File: config.mk
export PLATFORM = sky130hd
export DESIGN_NAME = uart_rx
export DESIGN_NICKNAME = d
export VERILOG_FILES = /design/src/rtl/uart_pkg.sv /design/src/rtl/sync_2ff.sv /design/src/rtl/uart_rx.sv
export SDC_FILE = /design/constraint.sdc
export NUM_CORES = 1
export LEC_CHECK = 0
export ABC_AREA = 1
export BUFFER_PORTS_ARGS = -buffer_cell sky130_fd_sc_hd__buf_2
export CAP_MARGIN = 20
export CORE_ASPECT_RATIO = 2
export CORE_MARGIN = 2
export CORE_UTILIZATION = 30
export DETAILED_ROUTE_END_ITERATION = 16
export GPL_ROUTABILITY_DRIVEN = 0
export PLACE_DENSITY = 0.5
export REMOVE_ABC_BUFFERS = 1
export SLEW_MARGIN = 30
export SYNTH_ARGS = -nofsm -noshare
export SYNTH_HDL_FRONTEND = slang
export SYNTH_HIERARCHICAL = 1
export SYNTH_SLANG_ARGS = --single-unit
File: constraint.sdc
create_clock -name i_clock -period 1.6 [get_ports i_clock]
set_input_delay 0.32 -clock i_clock [delete_from_list [all_inputs] [get_ports i_clock]]
set_output_delay 0.32 -clock i_clock [all_outputs]
set_load 0.005 [all_outputs]
File: src/rtl/uart_pkg.sv
// Shared UART definitions: frame defaults and the receiver state encoding.
package uart_pkg;

   // Defaults shared by the receiver, transmitter and baud-rate generator.
   localparam int NB_DATA_DEF      = 8;
   localparam int N_OVERSAMPLE_DEF = 16;
   localparam int N_STOP_TICKS_DEF = 16;

   // One-hot receiver states.
   typedef enum logic [3:0] {
      IDLE  = 4'b0001,
      START = 4'b0010,
      DATA  = 4'b0100,
      STOP  = 4'b1000
   } state_t;

   // Larger of two integers, used to size counters shared by two limits.
   function automatic int max_int(input int a, input int b);
      return (a > b) ? a : b;
   endfunction

endpackage

File: src/rtl/sync_2ff.sv
// Two-flop synchronizer for an asynchronous single-bit input.
module sync_2ff #(
   parameter logic RESET_VAL = 1'b1
) (
   input  logic i_clock,
   input  logic i_reset,
   input  logic d,
   output logic q
);

   logic meta_r;
   logic sync_r;

   // Two-stage capture; both stages reset to the line's idle level.
   always_ff @(posedge i_clock) begin
      if (i_reset) begin
         meta_r <= RESET_VAL;
         sync_r <= RESET_VAL;
      end else begin
         meta_r <= d;
         sync_r <= meta_r;
      end
   end

   assign q = sync_r;

endmodule

File: src/rtl/uart_rx.sv
// 16x oversampled UART receiver: start detect, centre sampling of data bits
// (LSB first), stop-bit check with framing error flag, one-cycle done pulse.
module uart_rx
   import uart_pkg::*;
#(
   parameter int NB_DATA      = NB_DATA_DEF,
   parameter int N_OVERSAMPLE = N_OVERSAMPLE_DEF,
   parameter int N_STOP_TICKS = N_STOP_TICKS_DEF
) (
   input  logic               i_clock,
   input  logic               i_reset,
   input  logic               i_rx,
   input  logic               i_tick,
   output logic [NB_DATA-1:0] o_rx_data,
   output logic               o_rx_done,
   output logic               o_frame_err
);

   localparam int TICK_W = $clog2(max_int(N_OVERSAMPLE, N_STOP_TICKS));
   localparam int BIT_W  = (NB_DATA > 1) ? $clog2(NB_DATA) : 1;

   localparam logic [TICK_W-1:0] TICK_ZERO  = TICK_W'(0);
   localparam logic [TICK_W-1:0] TICK_ONE   = TICK_W'(1);
   localparam logic [TICK_W-1:0] HALF_LAST  = TICK_W'(N_OVERSAMPLE/2 - 1);
   localparam logic [TICK_W-1:0] BIT_LAST   = TICK_W'(N_OVERSAMPLE - 1);
   localparam logic [TICK_W-1:0] STOP_LAST  = TICK_W'(N_STOP_TICKS - 1);
   localparam logic [BIT_W-1:0]  BIT_ZERO   = BIT_W'(0);
   localparam logic [BIT_W-1:0]  BIT_ONE    = BIT_W'(1);
   localparam logic [BIT_W-1:0]  BITS_LAST  = BIT_W'(NB_DATA - 1);

   logic                rx_s;

   state_t              state_r,    state_s;
   logic [TICK_W-1:0]   tick_cnt_r, tick_cnt_s;
   logic [BIT_W-1:0]    bit_cnt_r,  bit_cnt_s;
   logic [NB_DATA-1:0]  shift_r,    shift_s;
   logic                armed_r,    armed_s;
   logic [NB_DATA-1:0]  data_r,     data_s;
   logic                done_r,     done_s;
   logic                err_r,      err_s;

   sync_2ff #(
      .RESET_VAL (1'b1)
   ) u_sync_rx (
      .i_clock (i_clock),
      .i_reset (i_reset),
      .d       (i_rx),
      .q       (rx_s)
   );

   // State, counters, shift register and registered outputs.
   always_ff @(posedge i_clock) begin
      if (i_reset) begin
         state_r    <= IDLE;
         tick_cnt_r <= TICK_ZERO;
         bit_cnt_r  <= BIT_ZERO;
         shift_r    <= {NB_DATA{1'b0}};
         armed_r    <= 1'b0;
         data_r     <= {NB_DATA{1'b0}};
         done_r     <= 1'b0;
         err_r      <= 1'b0;
      end else begin
         state_r    <= state_s;
         tick_cnt_r <= tick_cnt_s;
         bit_cnt_r  <= bit_cnt_s;
         shift_r    <= shift_s;
         armed_r    <= armed_s;
         data_r     <= data_s;
         done_r     <= done_s;
         err_r      <= err_s;
      end
   end

   // Next-state and datapath decisions; everything holds unless changed.
   always_comb begin
      state_s    = state_r;
      tick_cnt_s = tick_cnt_r;
      bit_cnt_s  = bit_cnt_r;
      shift_s    = shift_r;
      armed_s    = armed_r;
      data_s     = data_r;
      done_s     = 1'b0;
      err_s      = err_r;

      case (state_r)
         IDLE: begin
            // A falling edge only counts after the line has been seen high,
            // so a held-low (break) line cannot retrigger reception.
            if (rx_s) begin
               armed_s = 1'b1;
            end else if (armed_r) begin
               state_s    = START;
               tick_cnt_s = TICK_ZERO;
               armed_s    = 1'b0;
            end else begin
               armed_s = armed_r;
            end
         end

         START: begin
            if (i_tick) begin
               if (tick_cnt_r == HALF_LAST) begin
                  if (!rx_s) begin
                     state_s    = DATA;
                     tick_cnt_s = TICK_ZERO;
                     bit_cnt_s  = BIT_ZERO;
                  end else begin
                     state_s = IDLE;
                  end
               end else begin
                  tick_cnt_s = tick_cnt_r + TICK_ONE;
               end
            end else begin
               tick_cnt_s = tick_cnt_r;
            end
         end

         DATA: begin
            if (i_tick) begin
               if (tick_cnt_r == BIT_LAST) begin
                  shift_s    = {rx_s, shift_r[NB_DATA-1:1]};
                  tick_cnt_s = TICK_ZERO;
                  if (bit_cnt_r == BITS_LAST) begin
                     state_s = STOP;
                  end else begin
                     bit_cnt_s = bit_cnt_r + BIT_ONE;
                  end
               end else begin
                  tick_cnt_s = tick_cnt_r + TICK_ONE;
               end
            end else begin
               tick_cnt_s = tick_cnt_r;
            end
         end

         STOP: begin
            if (i_tick) begin
               if (tick_cnt_r == STOP_LAST) begin
                  data_s  = shift_r;
                  err_s   = ~rx_s;
                  done_s  = 1'b1;
                  state_s = IDLE;
               end else begin
                  tick_cnt_s = tick_cnt_r + TICK_ONE;
               end
            end else begin
               tick_cnt_s = tick_cnt_r;
            end
         end

         default: begin
            state_s    = IDLE;
            tick_cnt_s = TICK_ZERO;
            bit_cnt_s  = BIT_ZERO;
            armed_s    = 1'b0;
         end
      endcase
   end

   assign o_rx_data   = data_r;
   assign o_rx_done   = done_r;
   assign o_frame_err = err_r;

endmodule

==> summary.md <==
| Metric | Value |
|---|---|
| Final hold viol count | `0` |
| Final Cycle Share | `89.8%` |
| Library cells used by synthesis | `30` |
| Lkg Pwr | `0.925 nW` |
| PwrDens | `1400 nW/µm²` |
| First-iteration detailed-routing DRC count | `19` |
| Hold Path Stages | `3` |
| Vias in the first global route | `1345` |
| Mapped Area | `1660 µm²` |
| Placed instance area | `1790 µm²` |
| Hold Path End | `u_sync_rx/meta_r$_SDFF_PP1_` |
| Vias | `1446` |
| Clk sinks | `32` |
| Initial Utilization | `30.8%` |
| R2R Path End | `bit_cnt_r[0]$_SDFFE_PP0P_` |
| #FFs+latches synth | `32` |
| WP buf/inv | `3` |
| DIE AREA | `6160 µm²` |
| Slew Limit Fails | `0` |
| CP required | `1790 ps` |
| Rel. slew slack | `79.2%` |
| R2R setup slack | `160 ps` |
| Commonest non-fill, non-tap cells in the layout | `nor2_1, nand2_1, dfxtp_1` |
| Post-Syn Instances | `225` |
| Most common cell after layout, fill and taps aside | `nor2_1` |
| Reg-to-Reg Start | `state_r[1]$_SDFFE_PP0P_` |
| Util after Layout | `35.9%` |
| Maxcap violations | `0` |
| R2R cell count | `10` |
| Cells along the critical path | `inv_1, nor2_1, nand3_1, buf_4, o21ai_2, nor2_4, nand2_2, inv_2, nor2_1, nor2_1` |
| Crit path time final | `1440 ps` |
| Pre-antenna DRT Iters | `4` |
| Inserted Diodes | `0` |
| I/O Pins | `14` |
| Num rows | `38` |
| Worst-path maximum fanout | `5` |
| Largest net degree at the start of global routing | `15` |
| Hold crit path type | `primary input to flip-flop` |
| Worst path most repeated cell | `nor2_1` |
| Register area share after synthesis | `38.7%` |
| Warnings, synthesis | `6` |
| Fmax | `696 MHz` |
| Vias per std cell | `4.71` |
| Die Y | `109 µm` |
| CTS tree | `done` |
| Ratio of cells with drive above 1 in the final layout | `25.5%` |
| TritonCTS Buffers | `5` |
| Fin area | `1930 µm²` |
| Drt drc | `0` |
| Status | `completed` |
| Area growth, synth to finish | `16.6%` |
| Worst-path clk slew | `70 ps` |
| Post-route antenna net violation count | `0` |
| Root buf cell | `clkbuf_8` |
| RSZ-0062 raised after global routing | `true` |
| Tot GR Track Use | `13.0%` |
| Fillers | `594` |
| Worst path max stage delay | `390 ps` |
| Family with the most delay on the worst path | `simple AND/OR/NAND/NOR gates` |
| PortBufs | `13` |
| Final wirelength | `3.61 mm` |
| Type of origin of the critical path | `flip-flop` |
| Worst Tran Pin Value | `309 ps` |
| H-Tree Depth | `2` |
| Hold Crit Start | `i_rx` |
| Die width | `56.5 µm` |
| Detail Placement HPWL | `2.84 mm` |
| Clock Path Buffers | `2` |
| Critical Setup Path Class | `flip-flop to flip-flop` |
| Layout Nets | `253` |
| Wire per inst | `11.7 µm` |
| CORE AREA | `5370 µm²` |
| First-pass GRT wire length | `5.99 mm` |
| Clock skew | `6.10 ps` |
| CP Capture Type | `flip-flop` |
| Grt ovf | `0` |
| Setup TNS | `0 ps` |
| Critical path arrival | `1630 ps` |
| Setup violators final | `0` |
| CP max stage cell | `dfxtp_2` |
| Final worst slack | `164 ps` |
| Total Power | `2.71 mW` |
| Syn avg cell area | `7.36 µm²` |
| VDD IR max | `0.000879 V` |
| Initial antenna violation count | `0` |
| Worst-Skew Late Latency | `290 ps` |
| Post-placement worst setup slack | `70.6 ps` |
## timing repair
action	in CTS	in global routing
setup buffers	0	0
gates resized for setup	0	9
hold buffers	0	0
setup endpoints to repair	0	18
## worst max path at each step
| stage | from | end | cells past startpoint |
|---|---|---|---|
| 3_5_place_dp | tick_cnt_r[0]$_SDFFE_PP0P_ | bit_cnt_r[2]$_SDFFE_PP0P_ | 8 |
| 3_3_place_gp | state_r[1]$_SDFFE_PP0P_ | tick_cnt_r[0]$_SDFFE_PP0P_ | 9 |
| 5_1_grt | state_r[2]$_SDFFE_PP0P_ | shift_r[5]$_SDFFE_PP0P_ | 7 |
| 2_1_floorplan | tick_cnt_r[0]$_SDFFE_PP0P_ | shift_r[3]$_SDFFE_PP0P_ | 5 |
| 6_report | state_r[1]$_SDFFE_PP0P_ | bit_cnt_r[0]$_SDFFE_PP0P_ | 10 |
| 4_1_cts | tick_cnt_r[0]$_SDFFE_PP0P_ | bit_cnt_r[2]$_SDFFE_PP0P_ | 9 |
## report_power, final
part	internal (mW)	switching, mW
Sequential	0.896	0.0975
Clock	0.462	0.309
Combinational	0.352	0.590
Total	1.71	0.997
## registers in the layout (all words and copies together), names as in the netlist, 3 cells and up
register and count:
shift_r 8, o_rx_data 8, state_r 4, tick_cnt_r 4, bit_cnt_r 3
## layout make-up
| type | count | area, µm² | share of cell area, % |
|---|---|---|---|
| inverter | 29 | 116 | 6.03 |
| clock buffer | 6 | 72.6 | 3.76 |
| multi-input combinational | 158 | 865 | 44.8 |
| clock inverter | 2 | 35.0 | 1.82 |
| tap | 60 | 75.1 | 3.89 |
| sequential | 32 | 644 | 33.4 |
| timing repair buffer | 20 | 121 | 6.29 |
## kinds of logic after synthesis
| group | share of synthesized area (%) |
|---|---|
| compound gates | 10.9 |
| simple gates | 37.6 |
| flops | 38.7 |
| buf+inv | 10.6 |
| fa+ha+maj | 2.27 |
## synthesized netlist by cell type
master / n / area share (%)
nand2_1: 35 / 7.9
buf_8: 1 / 0.91
clkinv_4: 1 / 0.53
o21ai_2: 3 / 1.6
clkbuf_1: 2 / 0.45
nand4_1: 1 / 0.38
inv_4: 1 / 0.38
nor2_1: 47 / 11
a21oi_1: 5 / 1.5
a211oi_1: 3 / 1.4
nor3_4: 1 / 0.98
a21oi_2: 3 / 1.6
buf_2: 1 / 0.30
a211oi_2: 2 / 1.5
nor2_4: 3 / 2.0
nand3_4: 1 / 1.1
dfxtp_1: 32 / 39
nand3_2: 2 / 1.2
nand3_1: 22 / 6.7
nor2_2: 6 / 2.3
nor4_1: 3 / 1.1
nand2_4: 2 / 1.4
nand2_2: 4 / 1.5
inv_1: 25 / 5.7
buf_12: 1 / 1.2
ha_1: 3 / 2.3
inv_2: 2 / 0.45
or2_1: 1 / 0.38
buf_6: 1 / 0.68
o21ai_0: 11 / 3.3
## tightest hold or removal path, delay by kind of cell
kind	cells	cell delay [ps]
buffers and inverters	2	100
AND/OR/NAND/NOR	1	40
## per-stage QoR
step           std cells  hold WS [ps]
2_1_floorplan        219           382
3_3_place_gp         299           392
3_5_place_dp         299           402
4_1_cts              307           188
5_1_grt              307           204
6_report             307           199
## metal layers
layer	GRT usage [%]	up-vias	part of all wire (%)
li1	-	762	-
met1	12.2	651	37
met2	24.5	20	55
met3	2.61	13	2.7
met4	8.84	0	4.5
met5	0	-	0
No activity file was read; power rests on OpenSTA's default activity.
